### src/rtl/tank_arbiter_if.sv
// rtl/tank_arbiter_if.sv - request/sensor/grant bundle between tank_arbiter and its environment
//
// master: drives requests, level sensors and clear_fault; observes grants and status.
// slave : the arbiter side.
//   req_rega, req_adb, req_limp : access requests (irrigation, dosing, cleaning)
//   level_low, level_high       : tank level sensors
//   clear_fault                 : single-cycle pulse that leaves FAULT
//   gnt_rega, gnt_adb, gnt_limp : one-hot-or-zero access grants
//   fill_valve                  : inlet valve open
//   fault                       : high while in FAULT
//   state_out                   : current state code
interface tank_arbiter_if;
    logic       req_rega;
    logic       req_adb;
    logic       req_limp;
    logic       level_low;
    logic       level_high;
    logic       clear_fault;
    logic       gnt_rega;
    logic       gnt_adb;
    logic       gnt_limp;
    logic       fill_valve;
    logic       fault;
    logic [2:0] state_out;

    modport master (
        output req_rega, req_adb, req_limp, level_low, level_high, clear_fault,
        input  gnt_rega, gnt_adb, gnt_limp, fill_valve, fault, state_out
    );

    modport slave (
        input  req_rega, req_adb, req_limp, level_low, level_high, clear_fault,
        output gnt_rega, gnt_adb, gnt_limp, fill_valve, fault, state_out
    );
endinterface

### src/rtl/tank_arbiter.sv
// rtl/tank_arbiter.sv - round-robin tank/valve arbiter with fill control and sticky fault
//
// Ports:
//   clock  : rising-edge clock
//   resetN : asynchronous, active-high reset
//   bus    : tank_arbiter_if.slave (requests, sensors, clear_fault in; grants, valve, status out)
// Parameters:
//   FILL_MAX  : cycles allowed in FILL before a fill-timeout fault (clamped to 1..255)
//   GRANT_MAX : cycles any single grant may be held (clamped to 1..255)
module tank_arbiter #(
    parameter int FILL_MAX  = 200,
    parameter int GRANT_MAX = 100
) (
    input  logic           clock,
    input  logic           resetN,
    tank_arbiter_if.slave  bus
);

    typedef enum logic [2:0] {
        IDLE   = 3'b000,
        FILL   = 3'b001,
        G_REGA = 3'b010,
        G_ADB  = 3'b011,
        G_LIMP = 3'b100,
        FAULT  = 3'b101
    } state_t;

    localparam int FILL_LIM  = (FILL_MAX  < 1) ? 1 : ((FILL_MAX  > 255) ? 255 : FILL_MAX);
    localparam int GRANT_LIM = (GRANT_MAX < 1) ? 1 : ((GRANT_MAX > 255) ? 255 : GRANT_MAX);
    // The counter reads 0 in the first cycle of a state, so the last allowed
    // cycle is the one where it equals LIM-1.
    localparam logic [7:0] FILL_END  = 8'(FILL_LIM - 1);
    localparam logic [7:0] GRANT_END = 8'(GRANT_LIM - 1);

    state_t     state;
    state_t     state_nxt;
    logic [7:0] cnt;
    logic [1:0] last;       // last granted requester: 0 rega, 1 adb, 2 limp
    logic [1:0] last_nxt;
    logic [1:0] pick;       // next requester in round-robin order
    logic [2:0] req;
    logic       conflict;

    assign req      = {bus.req_limp, bus.req_adb, bus.req_rega};
    assign conflict = bus.level_low & bus.level_high;

    // Search starts just after the last granted requester.
    always_comb begin
        pick = 2'd0;
        case (last)
            2'd0:    pick = req[1] ? 2'd1 : (req[2] ? 2'd2 : 2'd0);
            2'd1:    pick = req[2] ? 2'd2 : (req[0] ? 2'd0 : 2'd1);
            default: pick = req[0] ? 2'd0 : (req[1] ? 2'd1 : 2'd2);
        endcase
    end

    always_comb begin
        state_nxt = state;
        last_nxt  = last;
        case (state)
            IDLE: begin
                if (conflict)
                    state_nxt = FAULT;
                else if (bus.level_low)
                    state_nxt = FILL;
                else if (|req) begin
                    // Grant states are only ever entered from here, so this is
                    // the single place the pointer moves.
                    last_nxt = pick;
                    case (pick)
                        2'd0:    state_nxt = G_REGA;
                        2'd1:    state_nxt = G_ADB;
                        default: state_nxt = G_LIMP;
                    endcase
                end
            end
            FILL: begin
                if (conflict)
                    state_nxt = FAULT;
                else if (bus.level_high)
                    state_nxt = IDLE;
                else if (cnt >= FILL_END)
                    state_nxt = FAULT;
            end
            G_REGA: begin
                if (conflict)
                    state_nxt = FAULT;
                else if (bus.level_low)
                    state_nxt = FILL;
                else if (!bus.req_rega || cnt >= GRANT_END)
                    state_nxt = IDLE;
            end
            G_ADB: begin
                if (conflict)
                    state_nxt = FAULT;
                else if (bus.level_low)
                    state_nxt = FILL;
                else if (!bus.req_adb || cnt >= GRANT_END)
                    state_nxt = IDLE;
            end
            G_LIMP: begin
                // Cleaning drains the tank, so a low level does not abort it.
                if (conflict)
                    state_nxt = FAULT;
                else if (!bus.req_limp || cnt >= GRANT_END)
                    state_nxt = IDLE;
            end
            FAULT: begin
                if (bus.clear_fault)
                    state_nxt = IDLE;
            end
            default: state_nxt = IDLE;
        endcase
    end

    always_ff @(posedge clock or posedge resetN) begin
        if (resetN) begin
            state <= IDLE;
            cnt   <= 8'd0;
            last  <= 2'd2;
        end else begin
            state <= state_nxt;
            last  <= last_nxt;
            if (state_nxt != state)
                cnt <= 8'd0;
            else if ((state == FILL || state == G_REGA || state == G_ADB || state == G_LIMP)
                     && cnt != 8'hFF)
                cnt <= cnt + 8'd1;
        end
    end

    assign bus.gnt_rega   = (state == G_REGA);
    assign bus.gnt_adb    = (state == G_ADB);
    assign bus.gnt_limp   = (state == G_LIMP);
    assign bus.fill_valve = (state == FILL);
    assign bus.fault      = (state == FAULT);
    assign bus.state_out  = state;

endmodule

### src/flat_wrapper.sv
// flat-port wrapper written by rule: the top's interface ports become plain ports
module tank_arbiter_flat 
#(
    parameter int FILL_MAX  = 200,
    parameter int GRANT_MAX = 100
)
  (clock, resetN, bus_req_rega, bus_req_adb, bus_req_limp, bus_level_low, bus_level_high, bus_clear_fault, bus_gnt_rega, bus_gnt_adb, bus_gnt_limp, bus_fill_valve, bus_fault, bus_state_out);
  tank_arbiter_if bus_i ();
  input  logic clock;
  input  logic resetN;
  input wire logic [$bits(bus_i.req_rega)-1:0] bus_req_rega;
  input wire logic [$bits(bus_i.req_adb)-1:0] bus_req_adb;
  input wire logic [$bits(bus_i.req_limp)-1:0] bus_req_limp;
  input wire logic [$bits(bus_i.level_low)-1:0] bus_level_low;
  input wire logic [$bits(bus_i.level_high)-1:0] bus_level_high;
  input wire logic [$bits(bus_i.clear_fault)-1:0] bus_clear_fault;
  output wire logic [$bits(bus_i.gnt_rega)-1:0] bus_gnt_rega;
  output wire logic [$bits(bus_i.gnt_adb)-1:0] bus_gnt_adb;
  output wire logic [$bits(bus_i.gnt_limp)-1:0] bus_gnt_limp;
  output wire logic [$bits(bus_i.fill_valve)-1:0] bus_fill_valve;
  output wire logic [$bits(bus_i.fault)-1:0] bus_fault;
  output wire logic [$bits(bus_i.state_out)-1:0] bus_state_out;
  assign bus_i.req_rega = bus_req_rega;
  assign bus_i.req_adb = bus_req_adb;
  assign bus_i.req_limp = bus_req_limp;
  assign bus_i.level_low = bus_level_low;
  assign bus_i.level_high = bus_level_high;
  assign bus_i.clear_fault = bus_clear_fault;
  assign bus_gnt_rega = bus_i.gnt_rega;
  assign bus_gnt_adb = bus_i.gnt_adb;
  assign bus_gnt_limp = bus_i.gnt_limp;
  assign bus_fill_valve = bus_i.fill_valve;
  assign bus_fault = bus_i.fault;
  assign bus_state_out = bus_i.state_out;
  tank_arbiter #(.FILL_MAX(FILL_MAX), .GRANT_MAX(GRANT_MAX)) u_core (.clock(clock), .resetN(resetN), .bus(bus_i));
endmodule
### config.mk
export PLATFORM = sky130hd
export DESIGN_NAME = tank_arbiter_flat
export DESIGN_NICKNAME = d
export VERILOG_FILES = /design/src/rtl/tank_arbiter_if.sv /design/src/rtl/tank_arbiter.sv /design/src/flat_wrapper.sv
export SDC_FILE = /design/constraint.sdc
export NUM_CORES = 1
export LEC_CHECK = 0
export CAP_MARGIN = 20
export CORE_ASPECT_RATIO = 0.6
export CORE_MARGIN = 10
export CORE_UTILIZATION = 50
export DETAILED_ROUTE_END_ITERATION = 10
export MAX_ROUTING_LAYER = met4
export PLACE_DENSITY_LB_ADDON = 0.08
export SLEW_MARGIN = 10
export SYNTH_ARGS = -nofsm -noshare
export SYNTH_HDL_FRONTEND = slang
export SYNTH_SLANG_ARGS = --single-unit
### constraint.sdc
create_clock -name clock -period 4.7 [get_ports clock]
set_input_delay 0.94 -clock clock [delete_from_list [all_inputs] [get_ports clock]]
set_output_delay 0.94 -clock clock [all_outputs]
set_load 0.005 [all_outputs]
==> flow_summary.toml <==
[timing]
fin_crit_sh_pct = 58.7
finalSetupViolCount = 0
maxSlewHeadroom_pct = 62.0
finalCriticalPeriod_ns = 2.76
fin_tns_setup_ns = 0
rsz0062_at_grt = "false"
tightest_slew_ns = 0.571
finalMaxSlewViolations = 0
finalHoldViolCount = 0
hold_slack_ns = 0.568
timing.fmax_mhz = 363
clock_skew_ns = 0.00418

[routing]
vias = 944
dr.pass1.iters = 4
ant_nets = 0
drt-total-wl_um = 2820
avgRoutedWirePerCell_um = 17.8
drt_iter0_drc = 66
vias_per_cell = 5.97
drc_errors = 0

[global_route]
grt_start_max_net_pins = 19
busiest_layer = "met1"
antenna_found_initial = 0
grt_pass1_wl_um = 4540
grt_pass1_vias = 892
grt_usage_pct = 12.7
grt_use_met2_pct = 17.5
met1_usage_pct = 17.7
grt-ovfl-total = 0
grt_util_met3_pct = 4.60

[clocking]
cts_resized = 0
cts_tree = "done"
root_buffer = "clkbuf_8"
hold_buffers = 0
cts_made_buffers = 3
cts.sinks = 13
clk_pin_slew_ns = 0.05
clockBufferDepth = 2
insertion_delay_ns = 0.24
cts_max_level = 1
post_cts_buffers = 0

[min_path]
holdCritPathClass = "reg -> reg"

[logic_synthesis]
synth_top_cells_by_area = "dfrtp_1 (27%), a211oi_1 (4.8%), xnor2_1 (4.8%)"
synth_edf_count = 0
netlist_area_mm2 = 0.00110
synth.most_common_cell = "dfrtp_1"
synth-async-reset-ratio_pct = 100
ys.flop_type = "dfrtp_1"
yosysTopAreaCellShare_pct = 27.3
yosys_warnings = 0
synth_cell_type_count = 51
synth_common_cells = "dfrtp_1 (12), nand2_1 (9), a211oi_1 (7), o21ai_0 (7), xnor2_1 (6)"
ys_ff_latch = 13
ys_seq_area_share_pct = 29.7
synth_nets = 122
syn_inst = 113
avgSynthCellArea_um2 = 9.73
synth_largest_area_cell = "dfrtp_1"

[placed_design]
place_inst = 154
place.gp.congestion = 0.852
place_hpwl_um = 2200
portBuffers = 15

[run]
maxCapViolations = 0

[die]
die_area_mm2 = 0.00454
ios = 16
die_w_um = 80.5
core-area_mm2 = 0.00213
dieHeight_um = 56.3
rows = 13
start_util_pct = 51.6

[setup_path]
worstSetupEndpointType = "output port"
worst_ep_required_time_ns = 3.76
cpLargestDelayFamily = "flip-flops"
max_stage_delay_ns = 0.70
critPathLaunchType = "flop"
crit_chain = "nand2_1 > inv_2 > clkdlybuf4s50_1"
crit_slowest_cell = "dfrtp_1"
critPathArrivalTime_ns = 1.82
critPathMaxFanout = 18
crit_buf_inv = 2
path_class = "reg -> out"

[outcome]
status = "finished, final reports clean"

[finish]
layout-drive-gt1-share_pct = 18.0
nets = 138
n_fill_cell = 186
antenna_cells = 0
final_cells = 158
area_delta_synth_final_pct = 18.3

[power]
ir_worst_vdd_mv = 0.303
p_leak_nw = 0.465
cellPowerDensity_mw_per_mm2 = 511
-- cells by family (layout without fill, tap and decap cells) --
| logic type | after synthesis | in the layout | synth area share (%) |
|---|---|---|---|
| adder cells (fa/ha/maj) | 1 | 1 | 1.14 |
| multiplexers | 4 | 4 | 3.87 |
| AND/OR/NAND/NOR | 42 | 42 | 26.1 |
| flip-flops | 13 | 13 | 29.7 |
| AO/OA/AOI/OAI | 37 | 37 | 29.1 |
| buffers and inverters | 9 | 24 | 4.55 |
| XOR/XNOR | 7 | 7 | 5.57 |
-- tightest hold or removal path, cell delays in order (launching register included) --
cell and delay, ns:
dfrtp_1 0.41, nand2_1 0.07, nand2_1 0.05
-- area by class of cell --
cell class	instances	area [um2]	share of cell area, %
sequential	13	327	25.1
inverter	5	18.8	1.44
tap	30	37.5	2.88
timing repair buffer	15	150	11.5
multi-input combinational	91	723	55.6
clock buffer	4	45.0	3.46
-- power by group --
part	leakage, nW	switching, mW	internal, mW
registers	0.171	0.0692	0.137
logic	0.271	0.183	0.179
clock network	0.0228	0.0369	0.0597
total	0.465	0.289	0.376
-- per-stage QoR --
| step | power [mW] | util (%) | worst slack [ns] | area, um2 |
|---|---|---|---|---|
| 6_report | 0.665 | 61.1 | 1.94 | 1300 |
| 2_1_floorplan | 0.466 | - | 2.65 | 1100 |
| 3_5_place_dp | 0.566 | 59.0 | 1.77 | 1260 |
| 3_3_place_gp | 0.562 | 59.0 | 1.89 | 1260 |
| 4_1_cts | 0.666 | 61.1 | 1.93 | 1300 |
| 5_1_grt | 0.707 | 61.1 | 1.81 | 1300 |
-- placed cells by master (no fill, tap or decap), types with 2 or more instances in the layout --
cell type	count
xnor2_1	6
o22ai_2	2
a211oi_2	2
clkdlybuf4s50_1	15
a2111oi_0	2
clkbuf_8	3
nor3_1	3
and2_1	3
inv_1	4
dfrtp_1	12
nor4_2	2
nand2b_1	4
o211ai_1	2
nor2_1	5
o21ai_0	7
nand2_1	9
a21oi_1	3
mux2i_1	2
a211oi_1	7
mux2_1	2
nand3_1	3
-- flip-flops by register name, summed over array words and instances, names as in the netlist --
signal                flops
u_core.last               2
u_core.bus.state_out      3
u_core.cnt                8
-- final timing paths --
check	start	to	slack [ns]	cells after the start
max in group asynchronous	resetN	u_core.last[1]	3.32	2
min in group asynchronous	resetN	u_core.cnt[6]	1.02	2
hold / removal	u_core.last[0]	u_core.last[0]	0.57	2
hold reg to reg	u_core.last[0]	u_core.last[0]	0.57	2
setup / recovery	u_core.bus.state_out[2]	bus_gnt_limp	1.94	3
setup reg to reg	u_core.cnt[0]	u_core.cnt[3]	2.59	6
-- routing by layer --
metal | vias up | part of all wire (%)
met2 | 32 | 42
met1 | 453 | 49
met4 | 0 | 0
li1 | 459 | -
met3 | 0 | 8.3
met5 | - | 0
Note: power is estimated with default switching activity, not from simulation.
